`src/rtl/prio_seg_pkg.sv`:
```
// Shared constants for the priority encoder / seven-segment display block.
// Segment bytes are active-low, ordered a,b,c,d,e,f,g,dp from bit 7 down to bit 0.
package prio_seg_pkg;

    localparam logic [7:0] SEG_BLANK = 8'hFF;

    // Entry 0 is the rightmost element; dp (bit 0) is always off.
    localparam logic [15:0][7:0] SEG_TABLE = {
        8'h71, 8'h61, 8'h85, 8'h63, 8'hC1, 8'h11, 8'h09, 8'h01,
        8'h1F, 8'h41, 8'h49, 8'h99, 8'h0D, 8'h25, 8'h9F, 8'h03
    };

    function automatic logic [7:0] hex2seg(input logic [3:0] hex);
        return SEG_TABLE[hex];
    endfunction

endpackage

```
`src/rtl/vec_debounce.sv`:
```
// Two-flop synchroniser followed by a per-vector stability filter.
// The filtered vector updates only after the synchronised input holds one value for DEB_CYCLES+1 edges.
module vec_debounce #(
    parameter int WIDTH      = 8,
    parameter int DEB_CYCLES = 4
) (
    input  logic             clk,
    input  logic             rst,
    input  logic [WIDTH-1:0] i_req,
    output logic [WIDTH-1:0] o_filt
);

    localparam logic [7:0] CNT_LAST = 8'(DEB_CYCLES - 1);

    logic [WIDTH-1:0] r_s1;
    logic [WIDTH-1:0] r_s2;
    logic [WIDTH-1:0] r_cand;
    logic [WIDTH-1:0] r_filt;
    logic [7:0]       r_cnt;

    // Synchronise the raw switch inputs into the clock domain.
    always_ff @(posedge clk or negedge rst) begin
        if (!rst) begin
            r_s1 <= {WIDTH{1'b0}};
            r_s2 <= {WIDTH{1'b0}};
        end else begin
            r_s1 <= i_req;
            r_s2 <= r_s1;
        end
    end

    // Any difference restarts qualification; the count saturates once the candidate is accepted.
    always_ff @(posedge clk or negedge rst) begin
        if (!rst) begin
            r_cand <= {WIDTH{1'b0}};
            r_filt <= {WIDTH{1'b0}};
            r_cnt  <= 8'd0;
        end else if (r_s2 != r_cand) begin
            r_cand <= r_s2;
            r_cnt  <= 8'd0;
        end else if (r_cnt == CNT_LAST) begin
            r_filt <= r_cand;
        end else begin
            r_cnt <= r_cnt + 8'd1;
        end
    end

    assign o_filt = r_filt;

endmodule

```
`src/rtl/prio_enc_seg.sv`:
```
// Debounced priority encoder driving a registered index, valid flag,
// seven-segment pattern of the winning index and a count of accepted index changes.
module prio_enc_seg
    import prio_seg_pkg::*;
#(
    parameter int N          = 8,
    parameter int W          = $clog2(N),
    parameter int DEB_CYCLES = 4,
    parameter int MSB_FIRST  = 1
) (
    input  logic         clk,
    input  logic         rst,
    input  logic         en,
    input  logic [N-1:0] req,
    input  logic         clr,
    output logic [W-1:0] idx,
    output logic         valid,
    output logic [7:0]   seg0,
    output logic [7:0]   change_cnt
);

    logic [N-1:0] w_filt;
    logic [W-1:0] w_winner;
    logic [W-1:0] w_idx_nxt;
    logic         w_valid_nxt;
    logic [7:0]   w_seg_nxt;
    logic         w_change;

    logic [W-1:0] r_idx;
    logic         r_valid;
    logic [7:0]   r_seg0;
    logic [7:0]   r_change_cnt;

    vec_debounce #(
        .WIDTH      (N),
        .DEB_CYCLES (DEB_CYCLES)
    ) u_debounce (
        .clk    (clk),
        .rst    (rst),
        .i_req  (req),
        .o_filt (w_filt)
    );

    // Scan from lowest to highest priority so the last set bit visited wins.
    always_comb begin
        w_winner = {W{1'b0}};
        for (int i = 0; i < N; i++) begin
            if (MSB_FIRST != 0) begin
                w_winner = w_filt[i] ? W'(i) : w_winner;
            end else begin
                w_winner = w_filt[N-1-i] ? W'(N-1-i) : w_winner;
            end
        end
    end

    // Next output values and whether they count as an accepted index change.
    always_comb begin
        w_valid_nxt = en && (w_filt != {N{1'b0}});
        if (w_valid_nxt) begin
            w_idx_nxt = w_winner;
            w_seg_nxt = hex2seg(4'(w_winner));
        end else begin
            w_idx_nxt = {W{1'b0}};
            w_seg_nxt = SEG_BLANK;
        end
        w_change = w_valid_nxt && (!r_valid || (w_idx_nxt != r_idx));
    end

    // Registered display outputs.
    always_ff @(posedge clk or negedge rst) begin
        if (!rst) begin
            r_valid <= 1'b0;
            r_idx   <= {W{1'b0}};
            r_seg0  <= SEG_BLANK;
        end else begin
            r_valid <= w_valid_nxt;
            r_idx   <= w_idx_nxt;
            r_seg0  <= w_seg_nxt;
        end
    end

    // Change counter: clear beats increment, wraps naturally at 8 bits.
    always_ff @(posedge clk or negedge rst) begin
        if (!rst) begin
            r_change_cnt <= 8'd0;
        end else if (clr) begin
            r_change_cnt <= 8'd0;
        end else if (w_change) begin
            r_change_cnt <= r_change_cnt + 8'd1;
        end else begin
            r_change_cnt <= r_change_cnt;
        end
    end

    assign idx        = r_idx;
    assign valid      = r_valid;
    assign seg0       = r_seg0;
    assign change_cnt = r_change_cnt;

endmodule
```
`config.mk`:
```
export PLATFORM = sky130hd
export DESIGN_NAME = prio_enc_seg
export DESIGN_NICKNAME = d
export VERILOG_FILES = /design/src/rtl/prio_seg_pkg.sv /design/src/rtl/vec_debounce.sv /design/src/rtl/prio_enc_seg.sv
export SDC_FILE = /design/constraint.sdc
export NUM_CORES = 1
export LEC_CHECK = 0
export ABC_AREA = 1
export BUFFER_PORTS_ARGS = -buffer_cell sky130_fd_sc_hd__buf_2
export CORE_UTILIZATION = 53
export CTS_BUF_LIST = sky130_fd_sc_hd__clkbuf_16
export CTS_CLUSTER_DIAMETER = 60
export DETAILED_ROUTE_END_ITERATION = 16
export PLACE_DENSITY_LB_ADDON = 0.25
export RECOVER_POWER = 50
export SYNTH_ARGS = -nofsm -noshare
export SYNTH_HDL_FRONTEND = slang
export SYNTH_SLANG_ARGS = --single-unit
export TNS_END_PERCENT = 50
```
`constraint.sdc`:
```
create_clock -name clk -period 1.9 [get_ports clk]
set_input_delay 0.38 -clock clk [delete_from_list [all_inputs] [get_ports clk]]
set_output_delay 0.38 -clock clk [all_outputs]
set_load 0.01 [all_outputs]
```
==> summary by stage <==
Worst setup path
Walking the worst path, the cells encountered are ha_1 > inv_1 > nor4_4 > nand2_2 > nor2_1 > a21oi_2. Of all nets on the critical path, the largest fanout is 16. The number of cells traversed by the worst register-to-register path is 6.

For the worst setup path, the data arrival time is 1.92 ns. The critical path is of the reg -> reg type. The endpoint of the most critical register-to-register path is u_debounce.o_filt[1].

The maximum single-stage delay on the critical path is 0.41 ns. STA classifies the critical path startpoint as a flip-flop. The register-to-register path setup slack is 0.18 ns. The worst reg2reg path startpoint is u_debounce.r_cnt[0]. The worst-path cell with the longest stage delay is sky130_fd_sc_hd__nor4_4.

The endpoint type of the worst setup path is a flip-flop. The required arrival time at the worst endpoint is 2.10 ns.

Synthesis
A synthesized cell averages 10.2 µm². In this run, synthesis produced a sequential element count of around 60. The count of different cell masters after synthesis is 37. Summed over its instances, the top area cell type makes up between 40 and 50% of the synthesized netlist area.

The sequential fraction of the synthesis area is a little under three fifths. The instance count of the mapped netlist is between 200 and 300. The library cell with the largest summed area after synthesis is sky130_fd_sc_hd__dfrtp_1. After synthesis, the share of flip-flops with an asynchronous set or reset is 100%. The total nets after synthesis is about 280.

By area the synthesized netlist is led by sky130_fd_sc_hd__dfrtp_1, sky130_fd_sc_hd__dfstp_2, sky130_fd_sc_hd__nand2_1. The number of warnings issued by yosys is 0. After synthesis the cells add up to between 0.002 and 0.003 mm². The number of enable flip-flop cells after synthesis is 0.

For this run, the leading register cell type out of synthesis is sky130_fd_sc_hd__dfrtp_1.

Clock network
The CTS buffer count is 9. The number of levels in the clock H-tree is 3. The latest clock arrival within the worst-skew pair is about 0.32 ns. No sink is reached through more buffers than the 2 on the longest clock path.

After clock tree synthesis, the clock-pin slew on the worst setup and hold paths is roughly 0.050 ns. The CTS root buffer is sky130_fd_sc_hd__clkbuf_16. The cts-stage hold buffer count is 0.

The post-cts resize count is 0. The clock sink count is just under 60. Once the clock tree was built, the setup fixing pass inserted 0 buffers. TritonCTS built the clock tree.

Layout
The layout net count is 309. The library cell used most frequently in the layout, excluding fill and tap cells, is sky130_fd_sc_hd__dfrtp_1. The number of standard cells in the final layout excluding fillers is roughly 360. The growth of design area from synthesis to finish is 17.5%.

In the layout the commonest cells are sky130_fd_sc_hd__dfrtp_1, sky130_fd_sc_hd__nand2_1, sky130_fd_sc_hd__buf_2. 0 antenna diodes ended up in the layout. The fraction of final layout cells sized beyond drive strength 1 is 30.8%. The layout has 384 filler cells.

Min path
The end point of the worst hold path is u_debounce.r_s1[7]. The instance count along the most critical hold path is 1. The worst hold path begins at req[7].

The path type of the worst min-delay path is in -> reg.

Timing
The count of endpoints failing hold in the final timing report is 0. The peak clock frequency supported by timing is about 580 MHz. After routing, the total negative slack on setup checks comes to 0 ns. The final-report setup violation count is 0. Setup repair after global routing left no endpoint under its margin. The max-slew violation count is 0. The share of the cycle needed by the critical path after routing is roughly 90%. In this run the tightest slew margin relative to its limit is slightly above 30%. The tightest hold margin is between 0.15 and 0.2 ns. The final critical-path required period is roughly 1.7 ns. On the final layout, the worst clock skew is approximately 0.0045 ns. The slew at the pin closest to its max-slew limit is 1.05 ns.

Detailed routing
Dividing the detail-routed via count by the number of cells gives ~4.8. Wire segments on met3 add up to between 150 and 200 µm in the final route. In this run the remaining antenna-violating nets after routing total 0. After detailed routing, no signal wire sits above met4. The iteration-0 DRC count of the detailed router is between 40 and 50. The number of iterations in the first detailed-routing pass is 4. The mean routed wirelength per cell is 11.8 µm. The total routed wirelength is 4290 µm.

For this block, wires on met1 add up to around 2000 µm. The routed length on met2 is ~2000 µm. The detailed router placed 1730 vias in this run. The post-route DRC violation count is 0.

Floorplanning
The die covers 0.00527 mm². The number of rows in the core area is 25. The die is roughly 73 µm tall. After floorplanning, the core was sized to cover around 0.0048 mm². The overall die width is ~73 µm. The I/O pin count is 32. The initial core utilization is 55.6%.

Power and ir drop
VDD sags by at most 0.759 mV. Total power for the finished layout comes to approximately 2900 µW. The power density over the cells is ~920 mW/mm². The analysis attributes to cell leakage a power of 0.00152 µW.

GRT
The pin count of the biggest net entering global routing is 22. The number of antenna violations at the first check in global routing is 0. The total overflow reported by the global router is 0. The via count of the first global-routing pass was roughly 1700.

The first-pass GRT wire length is 7210 µm. The total routing usage reported by global routing is about a fifth.

Flow run
The max-cap check violation count is 0.

Outcome
The run finished with clean final reports.

Place
The number of port buffers is 30. In this run, placement finished with an instance count of between 300 and 400. At the end of routability-driven placement, the weighted congestion stood at ~0.79. The sum of net half-perimeters after detailed placement is 3020 µm.
## worst max-delay path: cells and delay by family, from the launching register on
family | cells | cell delay, ns
and+or+nand+nor | 3 | 0.91
buffers and inverters | 1 | 0.08
adders and majority gates | 1 | 0.19
DFF | 1 | 0.38
AOI/OAI and AO/OA | 1 | 0.05
## cell type report
class | instances | area (µm²) | share of cell area [%]
flip-flops and latches | 59 | 1490 | 47.8
multi-input cells | 155 | 965 | 31.1
clock buffers | 9 | 225 | 7.26
repair buffers | 32 | 159 | 5.12
inverters | 33 | 131 | 4.23
well taps | 67 | 83.8 | 2.70
clock inverters | 7 | 55.1 | 1.77
## power by group
| group | internal (µW) | switching (µW) |
|---|---|---|
| Combinational | 21.5 | 46.8 |
| Clock | 986 | 499 |
| Sequential | 1290 | 14.4 |
## layer usage
layer	vias to the layer above	global-route usage [%]
met4	0	11.8
met3	9	5.80
li1	881	-
met1	807	22.7
met5	-	0
met2	33	30.0
## cell usage after synthesis, types with 2 or more instances
| cell | n |
|---|---|
| sky130_fd_sc_hd__dfrtp_1 | 52 |
| sky130_fd_sc_hd__nand2_1 | 42 |
| sky130_fd_sc_hd__inv_1 | 23 |
| sky130_fd_sc_hd__nor2_1 | 20 |
| sky130_fd_sc_hd__nand4_1 | 13 |
| sky130_fd_sc_hd__nand2_2 | 9 |
| sky130_fd_sc_hd__nand3_2 | 9 |
| sky130_fd_sc_hd__clkbuf_1 | 8 |
| sky130_fd_sc_hd__inv_2 | 8 |
| sky130_fd_sc_hd__dfstp_2 | 7 |
| sky130_fd_sc_hd__ha_1 | 7 |
| sky130_fd_sc_hd__nand3_1 | 6 |
| sky130_fd_sc_hd__xnor2_1 | 6 |
| sky130_fd_sc_hd__o21ai_1 | 5 |
| sky130_fd_sc_hd__xor2_1 | 5 |
| sky130_fd_sc_hd__a21oi_1 | 4 |
| sky130_fd_sc_hd__a21oi_2 | 4 |
| sky130_fd_sc_hd__o21ai_0 | 4 |
| sky130_fd_sc_hd__or2_1 | 4 |
| sky130_fd_sc_hd__nor3_1 | 3 |
| sky130_fd_sc_hd__buf_4 | 2 |
| sky130_fd_sc_hd__nand2_4 | 2 |
| sky130_fd_sc_hd__nor2_2 | 2 |
## flip-flops by register name (all words and copies together), names as in the netlist
signal             flops
idx                    3
seg0                   7
u_debounce.o_filt      8
u_debounce.r_s2        8
u_debounce.r_cand      8
u_debounce.r_cnt       8
change_cnt             8
valid                  1
u_debounce.r_s1        8
## kinds of logic after synthesis
group                    synth area share (%)
AND/OR/NAND/NOR                          25.0
adder cells (fa/ha/maj)                  3.31
AO/OA/AOI/OAI                            4.07
multiplexers                            0.379
XOR/XNOR                                 3.65
flip-flops                               56.2
other                                   0.142
buffers and inverters                    7.29
## worst max-delay path by stage
stage	start	cells after the start	slack [ns]	end
after floorplan	u_debounce.r_cnt[0]	7	0.41	u_debounce.o_filt[5]
after global placement	u_debounce.r_cnt[0]	6	0.30	u_debounce.o_filt[1]
after detailed placement	u_debounce.r_cnt[0]	6	0.18	u_debounce.o_filt[1]
after CTS	u_debounce.r_cnt[0]	6	0.17	u_debounce.o_filt[1]
after global routing	u_debounce.r_cnt[0]	6	0.04	u_debounce.o_filt[1]
final	u_debounce.r_cnt[0]	6	0.18	u_debounce.o_filt[1]
## stage by stage
stage / utilization, % / worst slack (ns) / instance area, µm²
6_report: 65.3 / 0.181 / 3100
5_1_grt: 65.3 / 0.0357 / 3100
4_1_cts: 65.4 / 0.166 / 3110
3_5_place_dp: 59.5 / 0.176 / 2830
3_3_place_gp: 59.5 / 0.303 / 2830
2_1_floorplan: - / 0.408 / 2640
Power figures use the tool's default switching activity.
